<file path="config.mk">
export PLATFORM = sky130hd
export DESIGN_NAME = lrshift_rr_arbiter
export DESIGN_NICKNAME = d
export VERILOG_FILES = /design/src/rtl/lrshift_rr_arbiter.sv
export SDC_FILE = /design/constraint.sdc
export NUM_CORES = 1
export LEC_CHECK = 0
export ABC_AREA = 1
export ABC_CLOCK_PERIOD_IN_PS = 2400
export CORE_ASPECT_RATIO = 0.9
export CORE_UTILIZATION = 30
export DETAILED_ROUTE_END_ITERATION = 10
export GPL_TIMING_DRIVEN = 1
export PLACE_DENSITY = 0.76
export SLEW_MARGIN = 15
export SYNTH_ARGS = -nofsm -noshare
export SYNTH_HDL_FRONTEND = slang
export SYNTH_SLANG_ARGS = --single-unit
</file>
<file path="constraint.sdc">
create_clock -name clk -period 2.4 [get_ports clk]
set_clock_uncertainty 0.05 [all_clocks]
set_input_delay 0.36 -clock clk [delete_from_list [all_inputs] [get_ports clk]]
set_output_delay 0.36 -clock clk [all_outputs]
set_load 0.02 [all_outputs]
</file>
<file path="src/rtl/lrshift_rr_arbiter.sv">
// lrshift_rr_arbiter: round-robin arbiter sharing one left/right shifter with a registered response buffer.
// Define LRSHIFT_RR_ARBITER_PRIO0_EN to give requester 0 strict priority over the rotating requesters.
module lrshift_rr_arbiter #(
    parameter int width = 8,
    parameter int NUM_REQ = 4,
    localparam int SW = $clog2(width),
    localparam int IW = (NUM_REQ > 1) ? $clog2(NUM_REQ) : 1
) (
    input  logic                    clk,
    input  logic                    rst,
    input  logic [NUM_REQ-1:0]      req_valid,
    output logic [NUM_REQ-1:0]      req_ready,
    input  logic [NUM_REQ*width-1:0] req_bits,
    input  logic [NUM_REQ*SW-1:0]   req_shift,
    input  logic [NUM_REQ-1:0]      req_dir,
    output logic [width-1:0]        sh_iBits,
    output logic [SW-1:0]           sh_shift,
    output logic                    sh_dir,
    input  logic [width-1:0]        sh_oBits,
    output logic                    resp_valid,
    input  logic                    resp_ready,
    output logic [width-1:0]        resp_bits,
    output logic [IW-1:0]           resp_id
);
    localparam int IW1 = IW + 1;
`ifdef LRSHIFT_RR_ARBITER_PRIO0_EN
    localparam bit PRIO0 = 1'b1;
`else
    localparam bit PRIO0 = 1'b0;
`endif
    logic [IW-1:0] rr_ptr, gnt, sel, ptr_next;
    logic [IW:0] idx;
    logic found, grant, out_free, adv;
    assign out_free = !resp_valid || resp_ready;
    always_comb begin
        gnt = rr_ptr;
        found = 1'b0;
        idx = '0;
        for (int k = 0; k < NUM_REQ; k++) begin
            idx = {1'b0, rr_ptr} + IW1'(k);
            idx = (idx >= IW1'(NUM_REQ)) ? idx - IW1'(NUM_REQ) : idx;
            if (!found && (!PRIO0 || idx != '0) && req_valid[idx[IW-1:0]]) begin
                gnt = idx[IW-1:0];
                found = 1'b1;
            end
        end
        if (PRIO0 && req_valid[0]) begin
            gnt = '0;
            found = 1'b1;
        end
    end
    // rst gates the grant so req_ready is low for the whole reset, not just after the first edge
    assign grant     = found && out_free && !rst;
    assign req_ready = grant ? NUM_REQ'(1) << gnt : '0;
    assign sel       = grant ? gnt : rr_ptr;
    assign sh_iBits  = req_bits[sel*width +: width];
    assign sh_shift  = req_shift[sel*SW +: SW];
    assign sh_dir    = req_dir[sel];
    assign ptr_next  = (gnt == IW'(NUM_REQ - 1)) ? '0 : gnt + IW'(1);
    assign adv       = !PRIO0 || gnt != '0;
    always_ff @(posedge clk or posedge rst) begin
        if (rst) begin
            resp_valid <= 1'b0;
            resp_bits  <= '0;
            resp_id    <= '0;
            rr_ptr     <= '0;
        end else if (grant) begin
            resp_valid <= 1'b1;
            resp_bits  <= sh_oBits;
            resp_id    <= gnt;
            if (adv) rr_ptr <= ptr_next;
        end else if (resp_ready) begin
            resp_valid <= 1'b0;
        end
    end
endmodule

</file>
# After elaboration in Yosys (flattened, before gate mapping)

Index checks and enable logic that the tools add are counted.

Output and inout port bits: 27
Bits of input ports: 63
Bits in registers: 13
Logic and storage cells: 65

Multiply operators: 1
Shift operators: 3
Mux-type cells: 27
Reduce and logical (&&, ||, !) cells: 12
Add/subtract/negate cells: 8
Order comparisons: 9
Eq/ne operators: 1

Operator list:

| kind                  | count |
|---|---|
| $shiftx A32 B6 Y8     | 1 |
| $mux W2               | 10 |
| $lt A2 B3 Y1 const B  | 5 |
| $shiftx A12 B5 Y3     | 1 |
| $mux W1               | 11 |
| $bmux W1 S2           | 5 |
| $ge A3 B3 Y1 const B  | 3 |
| $sub A2 B1 Y2 const B | 4 |
| $add A2 B2 Y3 const B | 2 |
| $logic_and A1 B1 Y1   | 5 |
| $logic_not A1 Y1      | 5 |
| $mul A2 B2 Y4 const B | 1 |
| $mux W4               | 1 |
| $shl A1 B2 Y4 const A | 1 |
| $add A2 B1 Y3 const B | 1 |
| $ge A2 B3 Y1 const B  | 1 |
| $add A2 B1 Y2 const B | 1 |
| $eq A2 B2 Y1 const B  | 1 |
| $reduce_bool A2 Y1    | 1 |
| $logic_or A1 B1 Y1    | 1 |

# Longest topological paths before layout

Depth after elaboration: 19
Depth in mapped cells: 17
Depth with buffers taken out: 16

# Least setup slack after synthesis

No wires, ideal clock.

Path type: register -> output
Start point: register rr_ptr[0]
End point: output port sh_iBits[1]
Slack: 0.185 ns
Required time: 1.990 ns
Stages on the path, launching flop included: 16
Path buffers: 2
Data arrival time: 1.805 ns
Cells stage by stage: dfrtp_1 -> inv_2 -> buf_6 -> nand2_1 -> nand3_1 -> nand2_2 -> nor2_8 -> nand4_1 -> nand2_4 -> nand2_8 -> nand2_4 -> buf_6 -> nand2_1 -> nand2_1 -> nand2_1 -> nand2_1

Longest elaborated chain between the ends: 18
Elaborated cells between the ends (all ways): 41
Classes of those cells: add/sub: 7; order compare: 4; shift: 1; mux: 21; reduce/logical: 8

RTL lines:

| item                                                                   | RTL line | source |
|---|---|---|
| start: declaration                                                     | 31       | `logic [IW-1:0] rr_ptr, gnt, sel, ptr_next;` |
| start signal: assignment                                               | 71       | `if (adv) rr_ptr <= ptr_next;` |
| parallel branches: the longest is 16 deep, another holds $add A2 B1 Y3 | n/a      |  |
| $mux W2 *                                                              | 55       | `assign sel = grant ? gnt : rr_ptr;` |
| $shiftx A32 B6 Y8 *                                                    | 56       | `assign sh_iBits = req_bits[sel*width +: width];` |
| end: declaration                                                       | 16       | `output logic [width-1:0] sh_iBits,` |

Every way passes the cells marked *. The select of a mux whose other input is x is not followed.

# Final worst setup path

Start point: register rr_ptr[1]
End point: output port sh_shift[0]

Longest elaborated chain between the ends: 19
Elaborated cells between the ends (all ways): 42
Classes of those cells: add/sub: 7; mul: 1; order compare: 4; shift: 1; mux: 21; reduce/logical: 8

RTL lines:

| item                                                                   | RTL line | source |
|---|---|---|
| parallel branches: the longest is 16 deep, another holds $add A2 B1 Y3 | n/a      |  |
| $mux W2 *                                                              | 55       |  |
| $mul A2 B2 Y4 *                                                        | 57       | `assign sh_shift = req_shift[sel*SW +: SW];` |
| $shiftx A12 B5 Y3 *                                                    | 57       |  |
| end: declaration                                                       | 17       | `output logic [SW-1:0] sh_shift,` |

Marked as above.

==> key figures <==
Timing
  – Transition time of the tightest slew-check pin: roughly 0.24 ns
  – RSZ-0062 raised after global routing: yes
  – Headroom to the max-slew limit: 0.8367
  – Endpoints failing setup: 16
  – Highest clock rate: ~350 MHz
  – Least setup slack across all paths after layout: -0.4445 ns
  – Final Slew Violations: 0
  – Post-Route Setup TNS: -5.439 ns
  – Endpoints failing hold: 0
  – Final critical-path share of the clock period: 1.185
  – Clock period minus final worst setup slack: approximately 2.8 ns

Die
  – Die outline area: roughly 5600 µm²
  – Number of primary I/O pins: 90
  – Placeable core area: between 4000 and 5000 µm²
  – Initial Utilization: 0.3189
  – Rows: 24
  – DIE HEIGHT: between 70 and 80 µm
  – X dimension of the die: between 70 and 80 µm

Placed design
  – Placer congestion estimate: 0.7930
  – Area post-placement: roughly 2600 µm²
  – Number of port buffers: 89
  – Dpl cells: 433
  – Detailed placer's ending HPWL: between 3000 and 4000 µm

Global route
  – Maximum number of pins on one net before global-route repair: 14
  – Initial antenna violation count: 0
  – Overall fraction of global-route tracks in use: 0.2225
  – Overflow left after global routing: 0
  – Wire length of the first global-routing pass: roughly 10,000 µm
  – Number of global-route vias before repair: around 2.2k

Power
  – Combinational cell fraction of total power: 0.883
  – Clk pwr share: 0.038
  – Switching part of the total power: 0.5062
  – Internal power of the cells: about 2500 µW
  – Power dissipated by switching net loads: 2548 µW
  – Maximum vdd ir drop: roughly 740 µV
  – Power density over cell area: about 1500 nW/µm²
  – P_leak: roughly 0.0017 µW
  – Reg power frac: 0.079

Yosys
  – Synthesized area per cell: just under 6 µm²
  – Sequential fraction of the synthesis area: 0.2059
  – Share of synthesized flip-flops with an asynchronous set or reset: 1.000
  – Most frequently used cell type in the post-synthesis netlist: sky130_fd_sc_hd__nand2_1
  – Most used flip-flop cell after synthesis: sky130_fd_sc_hd__dfrtp_1
  – Area of the mapped netlist: between 1500 and 2000 µm²
  – Synth top area share: 0.2945
  – Main area contributors after synthesis: sky130_fd_sc_hd__nand2_1 (29%), sky130_fd_sc_hd__dfrtp_1 (21%), sky130_fd_sc_hd__nand3_1 (15%)
  – Number of register bits inferred by synthesis: 13
  – Distinct cell type count of the synthesized netlist: 21
  – Top cells by instance count after synthesis: sky130_fd_sc_hd__nand2_1 (124), sky130_fd_sc_hd__nand3_1 (46), sky130_fd_sc_hd__inv_1 (38)
  – Gate count of the mapped netlist: 272
  – Cell type with the largest total area after synthesis: sky130_fd_sc_hd__nand2_1
  – Number of synthesis warnings: 0
  – Number of synthesized flops with an enable pin: 0
  – Synthesized Nets: approximately 340

Clock network
  – Max Buffers Root-to-Sink: 2
  – Maximum level of the CTS H-tree: 1
  – Number of hold-repair buffers added at the cts stage: 0
  – Clock root buffer: sky130_fd_sc_hd__clkbuf_8
  – TritonCTS Buffers: 3
  – Clock sink total: 13
  – Clock-pin slew of the registers on the worst-case setup and hold paths: about 0.050 ns
  – Clock tree from TritonCTS: done
  – Insertion delay to the later sink of the worst-skew pair: around 0.24 ns

Worst setup path
  – Endpoint required time on the critical path: about 2.0 ns
  – Critical path class: flop to output port
  – Slowest-stage cell, CP: sky130_fd_sc_hd__dfrtp_2
  – CP most frequent cell: sky130_fd_sc_hd__nand2_4
  – Kind of capture point of the worst setup path: output port
  – Critical-path cell list: inv_4 > nand2_1 > nand2_4 > nand2_4 > nand2_4 > nor2_8 > nand3_4 > nand2_4 > nor2_8 > nand2_8 > buf_12 > buf_12 > nand2_8 > nand2_1 > nand2_1 > nand2_2 > nand2_2 > buf_6
  – CP max stage delay: 0.47 ns
  – CP bufs+invs: 4
  – Largest driver fanout on the critical path: 6
  – CP arrival: about 2.4 ns
  – Family with the most delay on the worst path: simple AND/OR/NAND/NOR gates
  – Type of origin of the critical path: flop

Finish
  – Non-Filler Instances: ~460
  – Fillers: between 400 and 500
  – Ant diodes: 0
  – Fraction of final layout cells sized beyond drive strength 1: 0.3133
  – Nets: between 400 and 500
  – Area growth from synthesis to layout: 106.5%
  – Final Cell Area: about 3300 µm²

Routing
  – Routed vias: 2,219
  – First drt pass iteration count: 4
  – WL final: roughly 6500 µm
  – Drt wl/cell: around 14 µm
  – Violation count after the first detailed-route iteration: between 100 and 150
  – Number of vias per cell: roughly 4.8
  – Number of remaining DRC errors: 0
  – DRT antenna net count: 0

Run status
  – Run status: finished, violations left
  – Failing checks: setup timing

Job
  – Count of max-cap constraint violations: 0

Worst hold path
  – Worst hold-check path type: flop to flop
## what timing repair did
item,4_1_cts,5_1_grt
endpoints found under the setup margin,16,16
pin swaps,20,15
resized for setup,142,23
gates cloned,5,0
buffers inserted,18,5
## registers in the layout (all words and copies together) (netlist names)
signal	cells
resp_bits	8
resp_id	2
rr_ptr	2
resp_valid	1
## power groups by stage
stage                     combinational [µW]  clock (µW)  sequential [µW]
final                                   4450         190              397
after global routing                    4760         205              409
after global placement                  3100           0              383
after detailed placement                3140           0              382
after CTS                               4030         192              393
after floorplan                         1870           0              480
## worst register-to-register path, cell delays in order (launching register included)
cell                      delay [ns]
sky130_fd_sc_hd__dfrtp_1        0.42
sky130_fd_sc_hd__buf_6          0.17
sky130_fd_sc_hd__nand2_4        0.07
sky130_fd_sc_hd__nand2_4        0.07
sky130_fd_sc_hd__buf_4          0.14
sky130_fd_sc_hd__buf_4          0.12
sky130_fd_sc_hd__nand2_2        0.05
sky130_fd_sc_hd__nand2_1        0.05
sky130_fd_sc_hd__nand3_1        0.08
sky130_fd_sc_hd__nand2_1        0.07
sky130_fd_sc_hd__inv_2          0.07
sky130_fd_sc_hd__nand2_2        0.08
sky130_fd_sc_hd__nand2_4        0.09
sky130_fd_sc_hd__nand2_4        0.07
sky130_fd_sc_hd__buf_4          0.14
sky130_fd_sc_hd__ha_2           0.26
sky130_fd_sc_hd__o21a_1         0.21
## worst paths after layout
check,from,endpoint,slack [ns],depth (start not counted)
max,rr_ptr[1],sh_shift[0],-0.44,18
min,resp_bits[5],resp_bits[5],0.43,2
max reg2reg,rr_ptr[0],rr_ptr[1],0.07,16
min reg2reg,resp_bits[5],resp_bits[5],0.43,2
max in group asynchronous,rst,rr_ptr[1],1.56,3
min in group asynchronous,rst,resp_valid,0.50,3
## per-stage QoR
stage               hold slack, ns    util  worst slack (ns)  power [µW]
floorplan                   0.2338       -            0.1855        2351
finish                      0.4302  0.6586           -0.4445        5034
global placement            0.4145  0.5343           -0.7064        3484
CTS                         0.4317  0.6316           -0.2815        4616
detailed placement          0.4174  0.5343           -0.7416        3526
global route                0.4557  0.6586           -0.5243        5377
## layout make-up
| class | instances | area, µm² | share of cell area |
|---|---|---|---|
| flip-flops and latches | 13 | 326.6 | 0.1001 |
| clock buffers | 4 | 45.04 | 0.01380 |
| inverters | 42 | 167.7 | 0.05138 |
| repair buffers | 133 | 1376 | 0.4218 |
| well taps | 65 | 81.33 | 0.02492 |
| multi-input cells | 207 | 1266 | 0.3880 |
## routing by layer
layer	GRT usage	vias to the layer above	part of all wire
met5	0	-	0
met4	0.08025	0	0.033
met3	0.03226	26	0.057
met2	0.4087	117	0.51
met1	0.2606	989	0.40
li1	-	1087	-
## placed cells by master (no fill, tap or decap)
cell                              count
sky130_fd_sc_hd__nand2_1            103
sky130_fd_sc_hd__clkdlybuf4s50_1     69
sky130_fd_sc_hd__nand3_1             38
sky130_fd_sc_hd__inv_1               35
sky130_fd_sc_hd__buf_4               35
sky130_fd_sc_hd__nand2_2             17
sky130_fd_sc_hd__buf_6               16
sky130_fd_sc_hd__nand2_4             15
sky130_fd_sc_hd__dfrtp_1             12
sky130_fd_sc_hd__nand3_2              8
sky130_fd_sc_hd__buf_12               6
sky130_fd_sc_hd__nor2_1               5
sky130_fd_sc_hd__inv_4                4
sky130_fd_sc_hd__nand2_8              4
sky130_fd_sc_hd__dlygate4sd2_1        4
sky130_fd_sc_hd__inv_2                3
sky130_fd_sc_hd__nand3_4              3
sky130_fd_sc_hd__o21a_1               3
sky130_fd_sc_hd__clkbuf_8             3
sky130_fd_sc_hd__nor2_8               2
sky130_fd_sc_hd__nand4_1              2
sky130_fd_sc_hd__ha_4                 2
sky130_fd_sc_hd__buf_16               2
sky130_fd_sc_hd__o21ai_2              1
sky130_fd_sc_hd__o21ai_4              1
sky130_fd_sc_hd__o21ai_0              1
sky130_fd_sc_hd__ha_2                 1
sky130_fd_sc_hd__ha_1                 1
sky130_fd_sc_hd__clkbuf_1             1
sky130_fd_sc_hd__bufbuf_16            1
sky130_fd_sc_hd__dfrtp_2              1
## kinds of logic (layout without fill, tap and decap cells)
family	Yosys count	in the layout	share of synthesized area
simple gates	195	197	0.5851
flops	13	13	0.2059
buf+inv	54	179	0.1536
fa+ha+maj	4	4	0.03167
compound gates	6	6	0.02375
Power figures use the tool's default switching activity.
